==> config.mk <==
export PLATFORM = sky130hd
export DESIGN_NAME = otter_fetch_queue
export DESIGN_NICKNAME = d
export VERILOG_FILES = /design/src/rtl/otter_fetch_queue.sv
export SDC_FILE = /design/constraint.sdc
export NUM_CORES = 1
export LEC_CHECK = 0
export ABC_AREA = 1
export BUFFER_PORTS_ARGS = -buffer_cell sky130_fd_sc_hd__buf_2
export CORE_MARGIN = 2
export CORE_UTILIZATION = 59
export DETAILED_ROUTE_END_ITERATION = 7
export PLACE_DENSITY = 0.8
export SYNTH_ARGS = -nofsm -noshare
export SYNTH_HDL_FRONTEND = slang
export SYNTH_SLANG_ARGS = --single-unit
==> constraint.sdc <==
create_clock -name CLK -period 2.95 [get_ports CLK]
set_input_delay 0.4425 -clock CLK [delete_from_list [all_inputs] [get_ports CLK]]
set_output_delay 0.4425 -clock CLK [all_outputs]
set_load 0.01 [all_outputs]
==> src/rtl/otter_fetch_queue.sv <==
// Decoupled OTTER instruction-fetch front end: owns the fetch PC, issues word
// reads to memory port 1 and queues {pc, instruction} pairs for decode.
module otter_fetch_queue #(
   parameter int unsigned DEPTH     = 4,
   parameter logic [31:0] RESET_VEC = 32'h0000_0000
) (
   input  logic        CLK,
   input  logic        RESET,
   input  logic        REDIRECT,
   input  logic [31:0] REDIRECT_PC,
   output logic [31:0] MEM_ADDR,
   output logic        MEM_READ,
   input  logic        MEM_READY,
   input  logic [31:0] MEM_DOUT,
   output logic        ID_VALID,
   input  logic        ID_READY,
   output logic [31:0] ID_IR,
   output logic [31:0] ID_PC
);

   localparam int unsigned PW = (DEPTH > 1) ? $clog2(DEPTH) : 1;
   localparam int unsigned CW = PW + 1;
   localparam int unsigned OW = CW + 1;

   logic [31:0]   fetch_pc_q, fetch_pc_d;
   logic [31:0]   req_pc_q, req_pc_d;
   logic          inflight_q, inflight_d;
   logic [CW-1:0] count_q, count_d;
   logic [PW-1:0] wr_ptr_q, wr_ptr_d;
   logic [PW-1:0] rd_ptr_q, rd_ptr_d;
   logic [31:0]   ir_mem_q [DEPTH];
   logic [31:0]   ir_mem_d [DEPTH];
   logic [31:0]   pc_mem_q [DEPTH];
   logic [31:0]   pc_mem_d [DEPTH];

   logic [OW-1:0] occupancy_c;
   logic          accept_c;
   logic          push_c;
   logic          pop_c;
   logic          id_valid_c;

   // Queued plus in-flight entries bound issue; a same-cycle pop earns no credit.
   assign occupancy_c = OW'(count_q) + OW'(inflight_q);
   assign MEM_READ    = !RESET && !REDIRECT && (occupancy_c < OW'(DEPTH));
   assign MEM_ADDR    = RESET ? RESET_VEC : fetch_pc_q;
   assign accept_c    = MEM_READ && MEM_READY;

   assign id_valid_c  = !RESET && (count_q != '0);
   assign ID_VALID    = id_valid_c;
   assign ID_IR       = RESET ? 32'h0 : ir_mem_q[rd_ptr_q];
   assign ID_PC       = RESET ? 32'h0 : pc_mem_q[rd_ptr_q];

   assign push_c      = inflight_q && !REDIRECT;
   assign pop_c       = id_valid_c && ID_READY && !REDIRECT;

   always_comb begin
      fetch_pc_d = fetch_pc_q;
      req_pc_d   = req_pc_q;
      inflight_d = inflight_q;
      count_d    = count_q;
      wr_ptr_d   = wr_ptr_q;
      rd_ptr_d   = rd_ptr_q;
      ir_mem_d   = ir_mem_q;
      pc_mem_d   = pc_mem_q;

      if (REDIRECT) begin
         // Flush everything, including a response landing this cycle.
         fetch_pc_d = REDIRECT_PC & ~32'h3;
         inflight_d = 1'b0;
         count_d    = '0;
         wr_ptr_d   = '0;
         rd_ptr_d   = '0;
      end else begin
         inflight_d = accept_c;
         if (accept_c) begin
            req_pc_d   = fetch_pc_q;
            fetch_pc_d = fetch_pc_q + 32'd4;
         end
         if (push_c) begin
            ir_mem_d[wr_ptr_q] = MEM_DOUT;
            pc_mem_d[wr_ptr_q] = req_pc_q;
            wr_ptr_d           = wr_ptr_q + PW'(1);
         end
         if (pop_c) begin
            rd_ptr_d = rd_ptr_q + PW'(1);
         end
         count_d = count_q + CW'(push_c) - CW'(pop_c);
      end
   end

   always_ff @(posedge CLK) begin
      if (RESET) begin
         fetch_pc_q <= RESET_VEC;
         req_pc_q   <= 32'h0;
         inflight_q <= 1'b0;
         count_q    <= '0;
         wr_ptr_q   <= '0;
         rd_ptr_q   <= '0;
         for (int i = 0; i < int'(DEPTH); i++) begin
            ir_mem_q[i] <= 32'h0;
            pc_mem_q[i] <= 32'h0;
         end
      end else begin
         fetch_pc_q <= fetch_pc_d;
         req_pc_q   <= req_pc_d;
         inflight_q <= inflight_d;
         count_q    <= count_d;
         wr_ptr_q   <= wr_ptr_d;
         rd_ptr_q   <= rd_ptr_d;
         ir_mem_q   <= ir_mem_d;
         pc_mem_q   <= pc_mem_d;
      end
   end

endmodule

==> metrics.md, run 1 <==
| Metric | Value |
|---|---|
| Status | `completed` |
| Initial DRC count | `1,457` |
| Total GRT Usage | `30.01%` |
| Die H | `160.7 um` |
| Crit-path max cell delay | `370 ps` |
| Critical path cell sequence | `clkinv_2, buf_12, a21oi_1, o21ai_0, a21oi_1, buf_2` |
| FF-to-FF Start | `inflight_q` |
| Final setup violating endpoints | `0` |
| Post-synthesis sequential area ratio | `43.68%` |
| Core Box Area | `0.02418 mm^2` |
| Post-CTS Resized | `0` |
| # nets final | `2,219` |
| Post-placement cell area | `0.01530 mm^2` |
| Hpwl dp | `22,530 um` |
| Reg2reg path depth | `7` |
| Clock Sinks | `316` |
| CP max stage cell | `dfxtp_4` |
| Leak pwr | `5.900 nW` |
| Routed Antenna Nets | `0` |
| RSZ-0062 raised after global routing | `false` |
| Die area | `0.02582 mm^2` |
| Layout cell share with drive strength beyond 1 | `11.48%` |
| Synthesis Warnings | `0` |
| Crit path launch type | `flop` |
| Total congestion overflow | `0` |
| Clk slew on worst S/H paths | `60 ps` |
| Largest net degree at the start of global routing | `177` |
| Most frequent cells in the layout | `a21oi_1, nand2_1, dfxtp_1` |
| CTS tree | `done` |
| Root Buffer | `clkbuf_16` |
| Clock buffer depth | `3` |
| Area grow syn2layout | `12.98%` |
| First-pass GRT wire length | `64,230 um` |
| CP startpoint | `rd_ptr_q[0]` |
| CP dominant cell by count | `a21oi_1` |
| Setup_tns | `0 ps` |
| Drc violations | `0` |
| Crit path arrival time | `2260 ps` |
| Vias in the first global route | `13,119` |
| Slew @ Worst Pin | `900.0 ps` |
| Drt first pass iters | `6` |
| Syn Area/Cell | `6.933 um^2` |
| Syn Inst Count | `2,089` |
| Hold wc startpoint | `REDIRECT_PC[2]` |
| Crit. End Element | `output port` |
| Hold Crit Class | `input pin to flop` |
| Initial Util | `59.90%` |
| FP Rows | `57` |
| Fmax | `370.2 MHz` |
| Hold Violations, Final | `0` |
| Die Span X | `160.7 um` |
| H-tree Lvls | `2` |
| Most common cell after layout, fill and taps aside | `a21oi_1` |
| Via Count | `14,309` |
| Wire length after detailed routing | `39,890 um` |
| Port bufs | `160` |
| Antenna Cells | `0` |
| Ports | `167` |
| R2R Setup Slk | `910 ps` |
| Hold Path Cell Cnt | `3` |
| VDD IR max | `438.5 uV` |
| Initial antenna violation count | `0` |
| Non-Filler Instances | `2,484` |
| Maxcap violations | `0` |
| CTS buffer count | `34` |
| Number of synthesized register bits | `316` |
| Max-slew headroom | `40.00%` |
| GPL Wtd Cong | `0.9269` |
| Setup CP Type | `flop to output port` |
| Final period utilization | `91.56%` |
| Placed cells | `2,429` |
| Synthesized area | `0.01448 mm^2` |
| PwrDens | `550.6 mW/mm^2` |
| Post-DR vias/cell | `5.760` |
| Post-DR wirelength/cell | `16.06 um` |
| Yosys cell types | `28` |
| Minimum clock period | `2701 ps` |
| Critical Path Fanout Max | `54` |
| Slew Limit Fails | `0` |
| Post-route cell area | `0.01636 mm^2` |
| CTS hold repair buffers | `0` |
| Clock insertion delay at the later pin of the skew report | `510 ps` |
| Post-CTS setup buffers | `0` |
| Power Total | `9.010 mW` |
| Clk_skew | `9.218 ps` |
| CP required | `2510 ps` |
## Yosys cell counts
library cell	count	share of area (%)
a21boi_0	2	0.10
a21oi_1	495	17
buf_1	21	0.54
buf_2	44	1.5
buf_4	12	0.62
buf_6	4	0.31
clkbuf_1	91	2.4
clkinv_1	1	0.026
conb_1	1	0.026
dfxtp_1	316	44
fa_1	1	0.14
ha_1	8	0.69
inv_1	197	5.1
inv_2	2	0.052
nand2_1	325	8.4
nand2_2	1	0.043
nand3_1	167	5.8
nand4_1	2	0.086
nand4_4	1	0.15
nor2_1	95	2.5
nor2_2	1	0.043
nor2_4	3	0.23
nor3_1	2	0.069
o21a_1	1	0.052
o21ai_0	278	9.6
o21ai_1	12	0.41
xnor2_1	1	0.060
xor2_1	5	0.30
## critical path: cells and delay by family (launching register included)
kind | cells | cell delay [ps]
flops | 1 | 370
buf+inv | 3 | 850
compound gates | 3 | 500
## area by class of cell
| class | instances | area (um^2) |
|---|---|---|
| Clock buffer | 52 | 1022 |
| Clock inverter | 3 | 42.54 |
| Fill cell | 2086 | 7814 |
| Inverter | 200 | 753.2 |
| Multi-Input combinational cell | 1404 | 6674 |
| Sequential cell | 316 | 6331 |
| Tap cell | 324 | 405.4 |
| Timing Repair Buffer | 185 | 1135 |
## sequential cells by signal, indices dropped and copies added, names as in the netlist
signal / count
req_pc_q: 30
ir_mem_q: 128
fetch_pc_q: 30
inflight_q: 1
rd_ptr_q: 2
wr_ptr_q: 2
count_q: 3
pc_mem_q: 120
## worst paths after layout
path                    to
max              ID_IR[11]
min          fetch_pc_q[2]
max reg2reg   pc_mem_q[37]
min reg2reg   pc_mem_q[44]
## per-layer routing
layer / wire length [um] / track usage [%] / up-vias
li1: - / - / 7029
met1: 16970 / 40.55 / 6551
met2: 18300 / 48.65 / 644
met3: 3403 / 4.158 / 85
met4: 1212 / 12.24 / 0
met5: 0 / 0 / -
## power breakdown
part	total (mW)	switching, mW	internal [mW]
Sequential	4.40	0.0684	4.33
Combinational	0.496	0.339	0.157
Clock	4.12	1.66	2.46
## cells by family (layout without fill, tap and decap cells)
kind of cell / after synthesis / in the layout / share of synthesized area [%]
AOI/OAI and AO/OA: 788 / 788 / 27.28
xor gates and xnor gates: 6 / 6 / 0.3628
adders and majority gates: 9 / 9 / 0.8294
buffers and inverters: 372 / 440 / 10.54
DFF: 316 / 316 / 43.68
other: 1 / 4 / 0.02589
and+or+nand+nor: 597 / 597 / 17.28
## per-stage QoR
step	worst slack [ps]	utilization, %	hold WS, ps
floorplan	669.1	-	429.7
global placement	734.4	63.28	436.6
detailed placement	737.8	63.28	441.1
CTS	266.9	67.68	192.1
global route	155.3	67.68	232.5
finish	249.1	67.68	213.6
Note: power is estimated with default switching activity, not from simulation.
==> inputs of run 2 (changes only) <==
- CORE_MARGIN: 2 -> 10
- MAX_ROUTING_LAYER: default -> met4
==> run 2 against run 1 <==
  * Fmax increased by 4.7%
  * Largest cell class unchanged
  * Setup slack improved by 120 ps
  * Total power increased by 0.54%
  * Highest routed layer unchanged
  * Sequential share of layout area fell by 0.077 points
  * Sequential power hardly changed
==> metrics.md, run 2 (synthesis gave the netlist of run 1 again) <==
| Metric | Value |
|---|---|
| Clock Sinks | `316` |
| Total GRT Usage | `25.67%` |
| Layout cell share with drive strength beyond 1 | `11.95%` |
| Crit path arrival time | `2140 ps` |
| Placed cells | `2,433` |
| Leak pwr | `5.924 nW` |
| Initial antenna violation count | `0` |
| Reg area | `0.006331 mm^2` |
| Clk_skew | `16.73 ps` |
| Antenna Cells | `0` |
| Crit path launch type | `flop` |
| Final Util | `67.62%` |
| Post-DR wirelength/cell | `16.37 um` |
| Buffers & Inverters on Critical Path | `3` |
| Die area | `0.03121 mm^2` |
| CTS buffer count | `34` |
| CP top delay family | `buffers and inverters` |
| Hold Crit Class | `input pin to flop` |
| Status | `completed` |
| Crit. End Element | `output port` |
| Number of flip-flops in the largest register | `128` |
| CP max stage cell | `inv_2` |
| Die Span X | `176.7 um` |
| Drc violations | `0` |
| Hold Violations, Final | `0` |
| Post-DR vias/cell | `5.706` |
| Port bufs | `160` |
| Final setup violating endpoints | `0` |
| Initial DRC count | `1,459` |
| Die H | `176.7 um` |
| Clk slew on worst S/H paths | `60 ps` |
| Critical path cell sequence | `inv_2, buf_4, a21oi_1, o21ai_0, a21oi_1, buf_2` |
| Setup ws final | `370.7 ps` |
| Reg with most FFs | `ir_mem_q` |
| Total congestion overflow | `0` |
| Clock buffer depth | `3` |
| Root Buffer | `clkbuf_16` |
| PwrDens | `552.5 mW/mm^2` |
| Clock insertion delay at the later pin of the skew report | `510 ps` |
| Fmax | `387.7 MHz` |
| Core Box Area | `0.02425 mm^2` |
| H-tree Lvls | `2` |
| Critical Path Fanout Max | `32` |
| FP Rows | `57` |
| Area of the multi-input gates | `0.006674 mm^2` |
| Area grow syn2layout | `13.21%` |
| Slew @ Worst Pin | `1225 ps` |
| Hpwl dp | `24,310 um` |
| Largest regs | `ir_mem_q: 128 flops, pc_mem_q: 120 flops` |
| Setup slack at placement | `592.8 ps` |
| Non-Filler Instances | `2,492` |
| VDD IR max | `389.0 uV` |
| Slew Limit Fails | `0` |
| Minimum clock period | `2579 ps` |
| # nets final | `2,223` |
| Vias in the first global route | `13,308` |
| Crit-path max cell delay | `500 ps` |
| CTS hold repair buffers | `0` |
| Wire length after detailed routing | `40,790 um` |
| Routed Antenna Nets | `0` |
| Most common cell after layout, fill and taps aside | `a21oi_1` |
| Filler Cells Inserted | `2,115` |
| Setup_tns | `0 ps` |
| Setup CP Type | `flop to output port` |
| Maxcap violations | `0` |
| GPL Wtd Cong | `0.9325` |
| Power Total | `9.058 mW` |
| CP dominant cell by count | `a21oi_1` |
| CP required | `2510 ps` |
| Final period utilization | `87.43%` |
| Max-slew headroom | `18.34%` |
| Drt first pass iters | `5` |
| CTS tree | `done` |
| Initial Util | `59.73%` |
| Largest net degree at the start of global routing | `135` |
| First-pass GRT wire length | `65,880 um` |
| Ports | `167` |
| Most frequent cells in the layout | `a21oi_1, nand2_1, dfxtp_1` |
| Via Count | `14,219` |
| RSZ-0062 raised after global routing | `false` |
==> run 2: changes by cell type in the layout (fill, tap and decap cells not counted), sizes merged <==
cell | previous run | this run
buf | 184 | 188
clkbuf | 53 | 52
clkinv | 4 | 6
inv | 197 | 200
==> run 2: path summary, 6_finish.rpt <==
| check | endpoint | slack (ps) | cells past startpoint | start |
|---|---|---|---|---|
| worst min register to register | pc_mem_q[38] | 450 | 2 | pc_mem_q[38] |
| worst max register to register | ir_mem_q[75] | 790 | 6 | wr_ptr_q[1] |
| worst max-delay path | ID_IR[16] | 370 | 6 | rd_ptr_q[1] |
| worst min-delay path | fetch_pc_q[2] | 210 | 3 | REDIRECT_PC[2] |
==> run 2: report_power, final <==
part           internal [mW]  switching [mW]  leakage, nW
clock network           2.47            1.70        0.537
registers               4.33          0.0682         2.56
logic                  0.156           0.339         2.83
==> run 2: final cells by class <==
type	count	share of cell area, %
multi-input combinational	1404	40.71
sequential	316	38.61
timing repair buffer	189	6.952
clock buffer	51	6.197
inverter	200	4.602
tap	324	2.473
clock inverter	8	0.4579
==> run 2: tightest hold or removal path, delay by kind of cell <==
kind	cells	cell delay, ps
compound gates	2	160
buf+inv	1	80
==> run 2: timing repair <==
action | CTS | global route
resized for setup | 0 | 1
buffers inserted | 0 | 0
hold endpoints to repair | 0 | 0
setup endpoints to repair | 0 | 8
==> run 2: per-layer routing <==
| metal | track usage [%] | vias to the layer above | wire length (um) |
|---|---|---|---|
| met4 | 8.967 | 0 | 976 |
| met2 | 40.14 | 556 | 18980 |
| met1 | 33.80 | 6554 | 17910 |
| met5 | - | - | 0 |
| li1 | - | 7034 | - |
| met3 | 3.051 | 75 | 2916 |
==> run 2: stage by stage <==
step / hold slack (ps) / instance area (um^2)
5_1_grt: 215.1 / 16400
6_report: 205.8 / 16400
4_1_cts: 199.2 / 16390
3_5_place_dp: 443.0 / 15300
2_1_floorplan: 429.7 / 14490
3_3_place_gp: 437.7 / 15300
